### src/rtl/sipo_pkg.sv
// Shared types and helpers for the SIPO deserializer.
// SIPO_PARITY_CHECK_EN adds one even-parity bit per frame.
package sipo_pkg;

  typedef enum logic {
    SIPO_IDLE,
    SIPO_SHIFT
  } sipo_state_e;

  function automatic int frame_bits(input int width);
`ifdef SIPO_PARITY_CHECK_EN
    return width + 1;
`else
    return width;
`endif
  endfunction

endpackage

### src/rtl/sipo_deserializer_if.sv
// Serial-in / parallel-out bundle between stream source and deserializer.
// parity_err exists only when SIPO_PARITY_CHECK_EN is defined.
interface sipo_deserializer_if #(
  parameter int WIDTH = 4
);
  logic             sync;
  logic             serial_in;
  logic             serial_valid;
  logic [WIDTH-1:0] parallel_out;
  logic             word_valid;
  logic             busy;
`ifdef SIPO_PARITY_CHECK_EN
  logic             parity_err;

  modport master (
    output sync, serial_in, serial_valid,
    input  parallel_out, word_valid, busy,
    input  parity_err
  );

  modport slave (
    input  sync, serial_in, serial_valid,
    output parallel_out, word_valid, busy,
    output parity_err
  );
`else
  modport master (
    output sync, serial_in, serial_valid,
    input  parallel_out, word_valid, busy
  );

  modport slave (
    input  sync, serial_in, serial_valid,
    output parallel_out, word_valid, busy
  );
`endif
endinterface

### src/rtl/sipo_bit_counter.sv
// Modulo-FRAME_BITS bit position counter.
// load has priority over en and restarts the count at 0 or 1.
module sipo_bit_counter #(
  parameter int FRAME_BITS = 4,
  parameter int CW = $clog2(FRAME_BITS)
) (
  input  logic          clk,
  input  logic          clear_n,
  input  logic          en,
  input  logic          load,
  input  logic          load_one,
  output logic [CW-1:0] cnt,
  output logic          last_bit
);

  assign last_bit = (cnt == CW'(FRAME_BITS - 1));

  always_ff @(posedge clk or negedge clear_n) begin
    if (!clear_n) begin
      cnt <= '0;
    end else if (load) begin
      cnt <= load_one ? CW'(1) : '0;
    end else if (en) begin
      cnt <= last_bit ? '0 : cnt + CW'(1);
    end
  end

endmodule

### src/rtl/sipo_deserializer.sv
// MSB-first serial-to-parallel front end for the PIPO storage stage.
// SIPO_PARITY_CHECK_EN appends an even-parity bit to every frame.
module sipo_deserializer
  import sipo_pkg::*;
#(
  parameter int WIDTH = 4
) (
  input logic               clk,
  input logic               clear_n,
  sipo_deserializer_if.slave bus
);

  localparam int FRAME_BITS = frame_bits(WIDTH);
  localparam int CW = $clog2(FRAME_BITS);

  sipo_state_e      state;
  sipo_state_e      state_nxt;
  logic [CW-1:0]    bit_cnt;
  logic             last_bit;
  logic             shift_en;
  logic             done;
  logic [WIDTH-1:0] shreg;
  logic [WIDTH-1:0] data_word;
  logic [WIDTH-1:0] pout_q;
  logic             wv_q;

  assign shift_en = bus.serial_valid & ~bus.sync;
  assign done     = shift_en & last_bit;

  sipo_bit_counter #(
    .FRAME_BITS (FRAME_BITS),
    .CW         (CW)
  ) u_cnt (
    .clk      (clk),
    .clear_n  (clear_n),
    .en       (shift_en),
    .load     (bus.sync),
    .load_one (bus.serial_valid),
    .cnt      (bit_cnt),
    .last_bit (last_bit)
  );

  always_ff @(posedge clk or negedge clear_n) begin
    if (!clear_n) begin
      state <= SIPO_IDLE;
    end else begin
      state <= state_nxt;
    end
  end

  always_comb begin
    state_nxt = state;
    unique case (1'b1)
      bus.sync: begin
        state_nxt = bus.serial_valid ? SIPO_SHIFT
                                     : SIPO_IDLE;
      end
      shift_en: begin
        state_nxt = last_bit ? SIPO_IDLE
                             : SIPO_SHIFT;
      end
      default: ;
    endcase
  end

  always_comb begin
    bus.busy = (state == SIPO_SHIFT);
  end

`ifdef SIPO_PARITY_CHECK_EN
  logic perr_q;

  // Last bit of the frame is parity; data is already in shreg.
  assign data_word = shreg;

  always_ff @(posedge clk or negedge clear_n) begin
    if (!clear_n) begin
      perr_q <= 1'b0;
    end else begin
      perr_q <= done & (^{shreg, bus.serial_in});
    end
  end

  assign bus.parity_err = perr_q;
`else
  assign data_word = {shreg[WIDTH-2:0], bus.serial_in};
`endif

  always_ff @(posedge clk or negedge clear_n) begin
    if (!clear_n) begin
      shreg <= '0;
    end else if (bus.sync) begin
      shreg <= bus.serial_valid
             ? {{(WIDTH-1){1'b0}}, bus.serial_in}
             : '0;
    end else if (shift_en) begin
      shreg <= {shreg[WIDTH-2:0], bus.serial_in};
    end
  end

  always_ff @(posedge clk or negedge clear_n) begin
    if (!clear_n) begin
      pout_q <= '0;
      wv_q   <= 1'b0;
    end else begin
      wv_q <= done;
      if (done) begin
        pout_q <= data_word;
      end
    end
  end

  assign bus.parallel_out = pout_q;
  assign bus.word_valid   = wv_q;

endmodule
### src/flat_wrapper.sv
// flat-port wrapper written by rule: the top's interface ports become plain ports
module sipo_deserializer_flat import sipo_pkg::*;
#(
  parameter int WIDTH = 4
)
  (clk, clear_n, bus_sync, bus_serial_in, bus_serial_valid, bus_parallel_out, bus_word_valid, bus_busy);
  sipo_deserializer_if #(.WIDTH(WIDTH)) bus_i ();
  input logic clk;
  input logic clear_n;
  input wire logic [$bits(bus_i.sync)-1:0] bus_sync;
  input wire logic [$bits(bus_i.serial_in)-1:0] bus_serial_in;
  input wire logic [$bits(bus_i.serial_valid)-1:0] bus_serial_valid;
  output wire logic [$bits(bus_i.parallel_out)-1:0] bus_parallel_out;
  output wire logic [$bits(bus_i.word_valid)-1:0] bus_word_valid;
  output wire logic [$bits(bus_i.busy)-1:0] bus_busy;
  assign bus_i.sync = bus_sync;
  assign bus_i.serial_in = bus_serial_in;
  assign bus_i.serial_valid = bus_serial_valid;
  assign bus_parallel_out = bus_i.parallel_out;
  assign bus_word_valid = bus_i.word_valid;
  assign bus_busy = bus_i.busy;
  sipo_deserializer #(.WIDTH(WIDTH)) u_core (.clk(clk), .clear_n(clear_n), .bus(bus_i));
endmodule
### config.mk
export PLATFORM = sky130hd
export DESIGN_NAME = sipo_deserializer_flat
export DESIGN_NICKNAME = d
export VERILOG_FILES = /design/src/rtl/sipo_pkg.sv /design/src/rtl/sipo_deserializer_if.sv /design/src/rtl/sipo_bit_counter.sv /design/src/rtl/sipo_deserializer.sv /design/src/flat_wrapper.sv
export SDC_FILE = /design/constraint.sdc
export NUM_CORES = 1
export LEC_CHECK = 0
export ABC_AREA = 1
export BUFFER_PORTS_ARGS = -buffer_cell sky130_fd_sc_hd__clkbuf_2
export CAP_MARGIN = 20
export CORE_AREA = 10 10 47 49
export CTS_CLUSTER_DIAMETER = 30
export DETAILED_ROUTE_END_ITERATION = 16
export DIE_AREA = 0 0 57 59
export GPL_ROUTABILITY_DRIVEN = 0
export GPL_TIMING_DRIVEN = 0
export PLACE_DENSITY = 0.58
export SYNTH_ARGS = -nofsm -noshare
export SYNTH_HDL_FRONTEND = slang
export SYNTH_SLANG_ARGS = --single-unit
### constraint.sdc
create_clock -name clk -period 1.1 [get_ports clk]
set_input_delay 0.055 -clock clk [delete_from_list [all_inputs] [get_ports clk]]
set_output_delay 0.055 -clock clk [all_outputs]
set_load 0.1 [all_outputs]
==> results of run 1 <==
final cells by class:
cell class / count / area (sq um) / share of cell area [%]
plain buffers: 1 / 5.005 / 0.8493
clock buffers: 4 / 26.28 / 4.459
inverters: 3 / 11.26 / 1.911
multi-input cells: 34 / 170.2 / 28.87
flip-flops and latches: 11 / 281.5 / 47.77
well taps: 16 / 20.02 / 3.397
repair buffers: 11 / 75.07 / 12.74
layout by cell type (no fill, tap or decap), types with 2 or more instances in the layout:
master / netlist / routed
dfrtp_1: 11 / 6
nand4_1: 4 / 4
dfrtp_2: 0 / 5
inv_1: 2 / 2
clkbuf_2: 0 / 4
nand2_1: 23 / 23
clkbuf_4: 0 / 9
nand3_1: 4 / 3
power breakdown:
| group | switching, mW | total, mW | internal, mW |
|---|---|---|---|
| combinational | 0.279 | 0.347 | 0.0686 |
| sequential | 0.0263 | 0.476 | 0.450 |
| clock | 0.136 | 0.276 | 0.140 |
kinds of logic after synthesis:
kind of cell / synth area share (%)
adders and majority gates: 2.816
AOI/OAI and AO/OA: 1.126
DFF: 61.97
and+or+nand+nor: 30.42
buffers and inverters: 3.661
routing by layer:
| layer | global-route usage (%) | wire length (um) |
|---|---|---|
| met1 | 6.545 | 395 |
| met2 | 9.457 | 484 |
| met3 | 2.361 | 43 |
| met4 | 6.040 | 16 |
| met5 | 0 | 0 |
metrics by stage:
| step | util, % | hold slack, ns | TNS [ns] | setup WS [ns] | cells |
|---|---|---|---|---|---|
| floorplan | - | -0.2406 | 0 | 0.1276 | 49 |
| global placement | 37.14 | -0.05515 | -0.04603 | -0.01578 | 75 |
| detailed placement | 37.14 | -0.05352 | -0.01306 | -0.01306 | 75 |
| CTS | 40.98 | 0.01415 | 0 | 0.02183 | 80 |
| global route | 42.05 | 0.02508 | 0 | 0.02911 | 80 |
| finish | 42.05 | 0.01174 | 0 | 0.08613 | 80 |
registers in the layout, summed over array words and instances, names as in the netlist:
register,cells
u_core.bus.word_valid,1
u_core.shreg,3
u_core.bus.busy,1
u_core.bus.parallel_out,4
u_core.u_cnt.cnt,2
final timing paths:
path                       depth (start not counted)                                     end
min in group asynchronous                          2             u_core.shreg[0]$_DFFE_PN0P_
setup / recovery                                   1                     bus_parallel_out[2]
hold / removal                                     3             u_core.shreg[0]$_DFFE_PN0P_
hold reg to reg                                    2  u_core.bus.parallel_out[3]$_DFFE_PN0P_
max in group asynchronous                          2  u_core.bus.parallel_out[1]$_DFFE_PN0P_
setup reg to reg                                   4  u_core.bus.parallel_out[2]$_DFFE_PN0P_
timing repair:
action                                  CTS  global route
endpoints found under the setup margin   10             4
resized for setup                         7             2
endpoints found under the hold margin    11             0
hold buffers                              1             0
buffers inserted                          0             0
==> impl_metrics.yaml, run 1 <==
run_status:
  outcome: "complete, no violations"
sta:
  rsz0062_at_grt: "no"
  hold_violations: 0
  clock.fmax_ghz: 0.9863
  fin_skew_ns: 0.006547
  slew_violations: 0
  fin_crit_ns: 1.014
  max_slew_margin_pct: 74.74
  setup_viol: 0
  fin_crit_sh_pct: 92.17
  worst_slew_pin_slew_ns: 0.3775
synth:
  synthCells: 49
  yosysTopAreaCell: "dfrtp_1"
  syn_area_per_cell_sq_um: 9.065
  syn_area_sq_um: 444.2
  ys_types: 10
  synthTopCellsByCount: "23 x nand2_1, 11 x dfrtp_1, 4 x nand3_1, 4 x nand4_1, 2 x inv_1"
  synth_nets: 55
  synth-edff-count: 0
  synthArstFlopShare_pct: 100.0
  synth_seq_cells: 11
  synth_top_area_share_pct: 61.97
  yosys_warnings: 0
  yosysMostFrequentCell: "nand2_1"
  yosys-top-cells-area: "dfrtp_1 62%, nand2_1 19%, nand4_1 5.6%, nand3_1 4.5%, ha_1 2.8%"
  yosysSeqAreaShare_pct: 61.97
  ys.flop_type: "dfrtp_1"
worst_setup_path:
  critPathLaunchType: "flip-flop"
  path_buf_inv: 1
  cpLargestDelayFamily: "flip-flops"
  worstPathArrival_ns: 0.96
  cpMaxStageDelayCell: "dfrtp_2"
  cp_max_fo: 2
  cp_cell_sequence: "clkbuf_4"
  reg2reg_slack_ns: 0.13
  path_class: "reg -> out"
  cp-end-kind: "primary output"
  critPathRequiredTime_ns: 1.04
  r2r_start: "u_core.u_cnt.cnt[0]$_DFFE_PN0P_"
  worstSetupStartpoint: "u_core.bus.parallel_out[2]$_DFFE_PN0P_"
  crit_path_max_incr_delay_ns: 0.37
power_and_ir_drop:
  ir_worst_vdd_uv: 688.7
  power.total_mw: 1.100
  p_per_area_nw_per_um2: 1866
  power_leakage_nw: 0.3140
route:
  ant_nets: 0
  drt-total-wl_um: 939
  vias_per_cell: 4.513
  routedWlPerCell_um: 11.74
  vias: 361
  drc: 0
  firstDrtPassIters: 4
  drt-initial-drc-count: 6
grt:
  grt_overflow: 0
  grt_pass1_wl_um: 1628
  grt_usage_pct: 6.269
  grt_max_degree: 12
  grt_pass1_vias: 374
  antenna_found_initial: 0
final_layout:
  n_antenna_cell: 0
  fill_cells: 150
  synthToLayoutAreaGrowth_pct: 32.68
  drive_above_1_share_pct: 34.38
  fin_area_sq_um: 589.3
  nets: 71
clock_network:
  cts_tree: "yes"
  clockBufferDepth: 2
  cts_buffers: 3
  clk_pin_slew_ns: 0.07
  clock_sinks: 11
  root_buffer: "clkbuf_4"
  h-tree-depth: 1
  clkLatencyLatePin_ns: 0.27
floorplan:
  row_count: 14
  dieArea_sq_um: 3363
  die_h_um: 59
  ios: 11
  die_x_um: 57
  core_sq_um: 1401
  start_util_pct: 31.70
worst_hold_path:
  hp-class: "in -> reg"
  hp-start: "bus_serial_in"
place:
  portBuffers: 10
  dpl.hpwl_um: 713.9
  place_area_sq_um: 520.5
flow_run:
  maxCapViolCount: 0
Power figures use the tool's default switching activity.
==> run 2, diff against run 1 <==
CTS_BUF_LIST = sky130_fd_sc_hd__clkbuf_16   (was not set)
HOLD_SLACK_MARGIN = 0.02   (was not set)
==> impl_metrics.yaml, run 2 (synthesis results as in run 1) <==
run_status:
  outcome: "complete, no violations"
grt:
  grt_pass1_vias: 384
  grt_max_degree: 12
  grt_overflow: 0
  grt_pass1_wl_um: 1697
  antenna_found_initial: 0
  grt_usage_pct: 6.922
clock_network:
  cts_tree: "yes"
  h-tree-depth: 1
  root_buffer: "clkbuf_16"
  cts_buffers: 3
  clkLatencyLatePin_ns: 0.24
  clk_pin_slew_ns: 0.04
  clock_sinks: 11
  clockBufferDepth: 2
route:
  drt-total-wl_um: 991
  vias: 370
  drt-initial-drc-count: 2
  drc: 0
  firstDrtPassIters: 4
  ant_nets: 0
  routedWlPerCell_um: 12.39
  vias_per_cell: 4.625
sta:
  fin_crit_ns: 1.056
  fin_ws_ns: 0.04390
  setup_viol: 0
  max_slew_margin_pct: 64.07
  fin_crit_sh_pct: 96.01
  clock.fmax_ghz: 0.9469
  setup_tns_ns: 0
  hold_violations: 0
  rsz0062_at_grt: "no"
  fin_skew_ns: 0.002642
  hold_ws_ns: 0.04513
  worst_slew_pin_slew_ns: 0.5413
  slew_violations: 0
worst_setup_path:
  cp-end-kind: "primary output"
  timing.rr.end: "u_core.bus.busy$_DFFE_PN0P_"
  reg2reg_slack_ns: 0.10
  critPathLaunchType: "flip-flop"
  path_class: "reg -> out"
  cp_max_fo: 2
  reg2reg_depth: 4
  worstSetupStartpoint: "u_core.bus.parallel_out[3]$_DFFE_PN0P_"
  critPathRequiredTime_ns: 1.04
  r2r_start: "u_core.u_cnt.cnt[0]$_DFFE_PN0P_"
  path_buf_inv: 1
  cpMaxStageDelayCell: "buf_2"
  cpLargestDelayFamily: "buffers and inverters"
  cp_cell_sequence: "buf_2"
  crit_path_max_incr_delay_ns: 0.42
  worstPathArrival_ns: 1.00
  endpoint: "bus_parallel_out[3]"
  cp.depth: 1
final_layout:
  synthToLayoutAreaGrowth_pct: 43.38
  fill_cells: 144
  layout_common_cells: "23 x nand2_1, 6 x dfrtp_1, 5 x clkbuf_2, 5 x dfrtp_2"
  final_core_util_pct: 45.45
  mostFrequentLayoutCell: "nand2_1"
  n_antenna_cell: 0
  nets: 71
  largest_reg_flops: 4
  drive_above_1_share_pct: 34.38
  final_cells: 80
  fin_area_sq_um: 636.9
place:
  dpl.hpwl_um: 713.9
  place_area_sq_um: 520.5
  place_inst: 75
  pre_cts_slack_ns: -0.01306
  portBuffers: 10
power_and_ir_drop:
  power.total_mw: 1.476
  internal_power_mw: 0.9959
  power_frac_seq_pct: 32.4
  p_switching_mw: 0.4802
  power_frac_comb_pct: 23.5
  power_leakage_nw: 0.3418
  p_per_area_nw_per_um2: 2318
  p_clk_share_pct: 44.1
  p_sw_share_pct: 32.53
  ir_worst_vdd_uv: 1493
floorplan:
  die_h_um: 59
  ios: 11
  core_sq_um: 1401
  dieArea_sq_um: 3363
  start_util_pct: 31.70
  die_x_um: 57
  row_count: 14
worst_hold_path:
  hold_depth: 3
  hp-class: "in -> reg"
flow_run:
  maxCapViolCount: 0
run 2: metal layers:
metal	part of all wire, %	track usage (%)
met1	39	6.545
met2	50	9.922
met3	5.8	3.648
met4	5.0	8.054
met5	0	0
run 2: worst min-delay path by stage:
| stage | start | end | slack (ns) |
|---|---|---|---|
| detailed placement | clear_n | u_core.bus.word_valid$_DFF_PN0_ | -0.05 |
| global placement | clear_n | u_core.bus.word_valid$_DFF_PN0_ | -0.06 |
| floorplan | clear_n | u_core.bus.busy$_DFFE_PN0P_ | -0.24 |
| finish | bus_serial_in | u_core.shreg[0]$_DFFE_PN0P_ | 0.05 |
| CTS | bus_serial_in | u_core.shreg[0]$_DFFE_PN0P_ | 0.05 |
| global route | bus_serial_in | u_core.shreg[0]$_DFFE_PN0P_ | 0.07 |
run 2: what timing repair did:
item	in CTS	in global routing
pin swaps	0	0
gates resized for setup	5	3
endpoints found under the hold margin	11	0
buffers inserted	0	0
hold buffers	1	0
endpoints found under the setup margin	8	6
run 2: final cells by class:
cell class              count  area (sq um)  area share (%)
flip-flops and latches     11         281.5           44.20
multi-input cells          34         170.2           26.72
well taps                  16         20.02           3.143
plain buffers               1         5.005          0.7859
clock inverters             1         3.754          0.5894
repair buffers             11         70.07           11.00
inverters                   3         11.26           1.768
clock buffers               3         75.07           11.79
run 2: power by group through the flow:
stage	sequential [mW]	clock, mW	combinational, mW
floorplan	0.691	0	0.0516
global placement	0.479	0	0.324
detailed placement	0.482	0	0.328
CTS	0.477	0.661	0.346
global route	0.487	0.680	0.365
finish	0.479	0.651	0.346
run 2: worst reg2reg max path, stage by stage, from the launching register on:
cell,delay [ns]
dfrtp_1,0.40
ha_4,0.19
inv_1,0.04
o21ai_0,0.15
nand2_1,0.08
==> run 3, diff against run 2 <==
CTS_BUF_LIST = not set   (was sky130_fd_sc_hd__clkbuf_16)
GPL_TIMING_DRIVEN = not set   (was 0)
clock period = 1.3 ns   (was 1.1 ns; I/O delays follow)
==> impl_metrics.yaml, run 3 (synthesis results as in run 1) <==
run_status:
  outcome: "complete, no violations"
place:
  place_area_sq_um: 509.2
  dpl.hpwl_um: 668.3
  place_inst: 74
  portBuffers: 10
worst_setup_path:
  timing.rr.end: "u_core.bus.parallel_out[0]$_DFFE_PN0P_"
  cpMaxStageDelayCell: "clkbuf_2"
  worstPathArrival_ns: 1.08
  cpLargestDelayFamily: "buffers and inverters"
  critPathLaunchType: "flip-flop"
  cp_max_fo: 2
  crit_path_max_incr_delay_ns: 0.46
  path_class: "reg -> out"
  cp_cell_sequence: "clkbuf_2"
  critPathRequiredTime_ns: 1.24
  reg2reg_slack_ns: 0.23
  cp-end-kind: "primary output"
  reg2reg_depth: 4
  path_buf_inv: 1
  r2r_start: "u_core.u_cnt.cnt[0]$_DFFE_PN0P_"
power_and_ir_drop:
  ir_worst_vdd_uv: 542.8
  p_per_area_nw_per_um2: 1648
  power_leakage_nw: 0.3159
  power.total_mw: 0.8993
final_layout:
  final_core_util_pct: 38.93
  drive_above_1_share_pct: 22.22
  layout_common_cells: "23 x nand2_1, 11 x dfrtp_1, 10 x clkbuf_2"
  largest_reg_flops: 4
  nets: 70
  n_antenna_cell: 0
  mostFrequentLayoutCell: "nand2_1"
  synthToLayoutAreaGrowth_pct: 22.82
  fin_area_sq_um: 545.5
  final_cells: 79
grt:
  grt_pass1_wl_um: 1518
  grt_usage_pct: 5.846
  grt_overflow: 0
  antenna_found_initial: 0
  grt_pass1_vias: 341
  grt_max_degree: 13
clock_network:
  clkLatencyLatePin_ns: 0.27
  clk_pin_slew_ns: 0.07
  h-tree-depth: 1
  clockBufferDepth: 2
  root_buffer: "clkbuf_4"
  cts_buffers: 3
  postCtsSetupBuffers: 0
  cts_tree: "yes"
  clock_sinks: 11
sta:
  rsz0062_at_grt: "no"
  hold_violations: 0
  worst_slew_pin_slew_ns: 0.5429
  slew_violations: 0
  setup_viol: 0
  fin_crit_ns: 1.141
  setup_tns_ns: 0
  max_slew_margin_pct: 63.96
  clock.fmax_ghz: 0.8762
  fin_skew_ns: 0.002144
  fin_crit_sh_pct: 87.79
worst_hold_path:
  hold_depth: 3
  hp-start: "bus_serial_in"
  whs_endpoint: "u_core.shreg[0]$_DFFE_PN0P_"
  hp-class: "in -> reg"
floorplan:
  ios: 11
  die_x_um: 57
  core_sq_um: 1401
  dieArea_sq_um: 3363
  start_util_pct: 31.70
  die_h_um: 59
  row_count: 14
route:
  drt-initial-drc-count: 5
  firstDrtPassIters: 4
  vias_per_cell: 4.468
  ant_nets: 0
  drc: 0
  vias: 353
  routedWlPerCell_um: 11.05
  drt-total-wl_um: 873
flow_run:
  maxCapViolCount: 0
[run 3: cell count changes in the layout (fill, tap and decap cells not counted), moves of 2 or more]
cell,delta
clkbuf_16,-3
clkbuf_2,+5
buf_2,-2
dfrtp_2,-5
dfrtp_1,+5
[run 3: metrics by stage]
stage               hold WS (ns)  setup slack, ns
floorplan                -0.2306           0.1442
CTS                      0.02461           0.1357
detailed placement      -0.04366           0.2423
finish                   0.02357           0.1587
global placement        -0.04635           0.2776
global route             0.02845           0.1013
[run 3: tightest hold or removal path, delay by kind of cell]
family	cells	cell delay, ns
AND/OR/NAND/NOR	2	0.10
buffers and inverters	1	0.09
[run 3: timing repair]
action	4_1_cts	5_1_grt
endpoints found under the hold margin	11	0
endpoints found under the setup margin	0	0
resized for setup	0	0
hold buffers	1	0
[run 3: how the worst max path moves through the flow]
stage / from / end / slack (ns) / cells past startpoint
6_report: u_core.bus.busy$_DFFE_PN0P_ / bus_busy / 0.16 / 1
5_1_grt: u_core.bus.parallel_out[0]$_DFFE_PN0P_ / bus_parallel_out[0] / 0.10 / 1
4_1_cts: u_core.bus.parallel_out[0]$_DFFE_PN0P_ / bus_parallel_out[0] / 0.14 / 1
3_5_place_dp: u_core.u_cnt.cnt[0]$_DFFE_PN0P_ / u_core.bus.parallel_out[0]$_DFFE_PN0P_ / 0.24 / 4
3_3_place_gp: u_core.u_cnt.cnt[0]$_DFFE_PN0P_ / u_core.bus.parallel_out[3]$_DFFE_PN0P_ / 0.28 / 4
2_1_floorplan: u_core.bus.busy$_DFFE_PN0P_ / u_core.bus.busy$_DFFE_PN0P_ / 0.14 / 2
[run 3: where the power goes]
group	switching, mW	internal [mW]
sequential	0.0201	0.377
combinational	0.233	0.0402
clock	0.110	0.119
[run 3: cell type report]
| type | count | area (sq um) |
|---|---|---|
| clock buffers | 4 | 26.28 |
| fillers | 159 | 855.8 |
| flip-flops and latches | 11 | 275.3 |
| inverters | 3 | 11.26 |
| repair buffers | 11 | 60.06 |
| well taps | 16 | 20.02 |
| multi-input cells | 34 | 152.6 |
[run 3: metal layers]
metal / routed length (um) / vias to the layer above / track usage [%]
met5: 0 / - / 0
li1: - / 187 / -
met3: 50 / 2 / 2.361
met4: 9 / 0 / 6.040
met2: 407 / 5 / 8.217
met1: 405 / 159 / 6.341
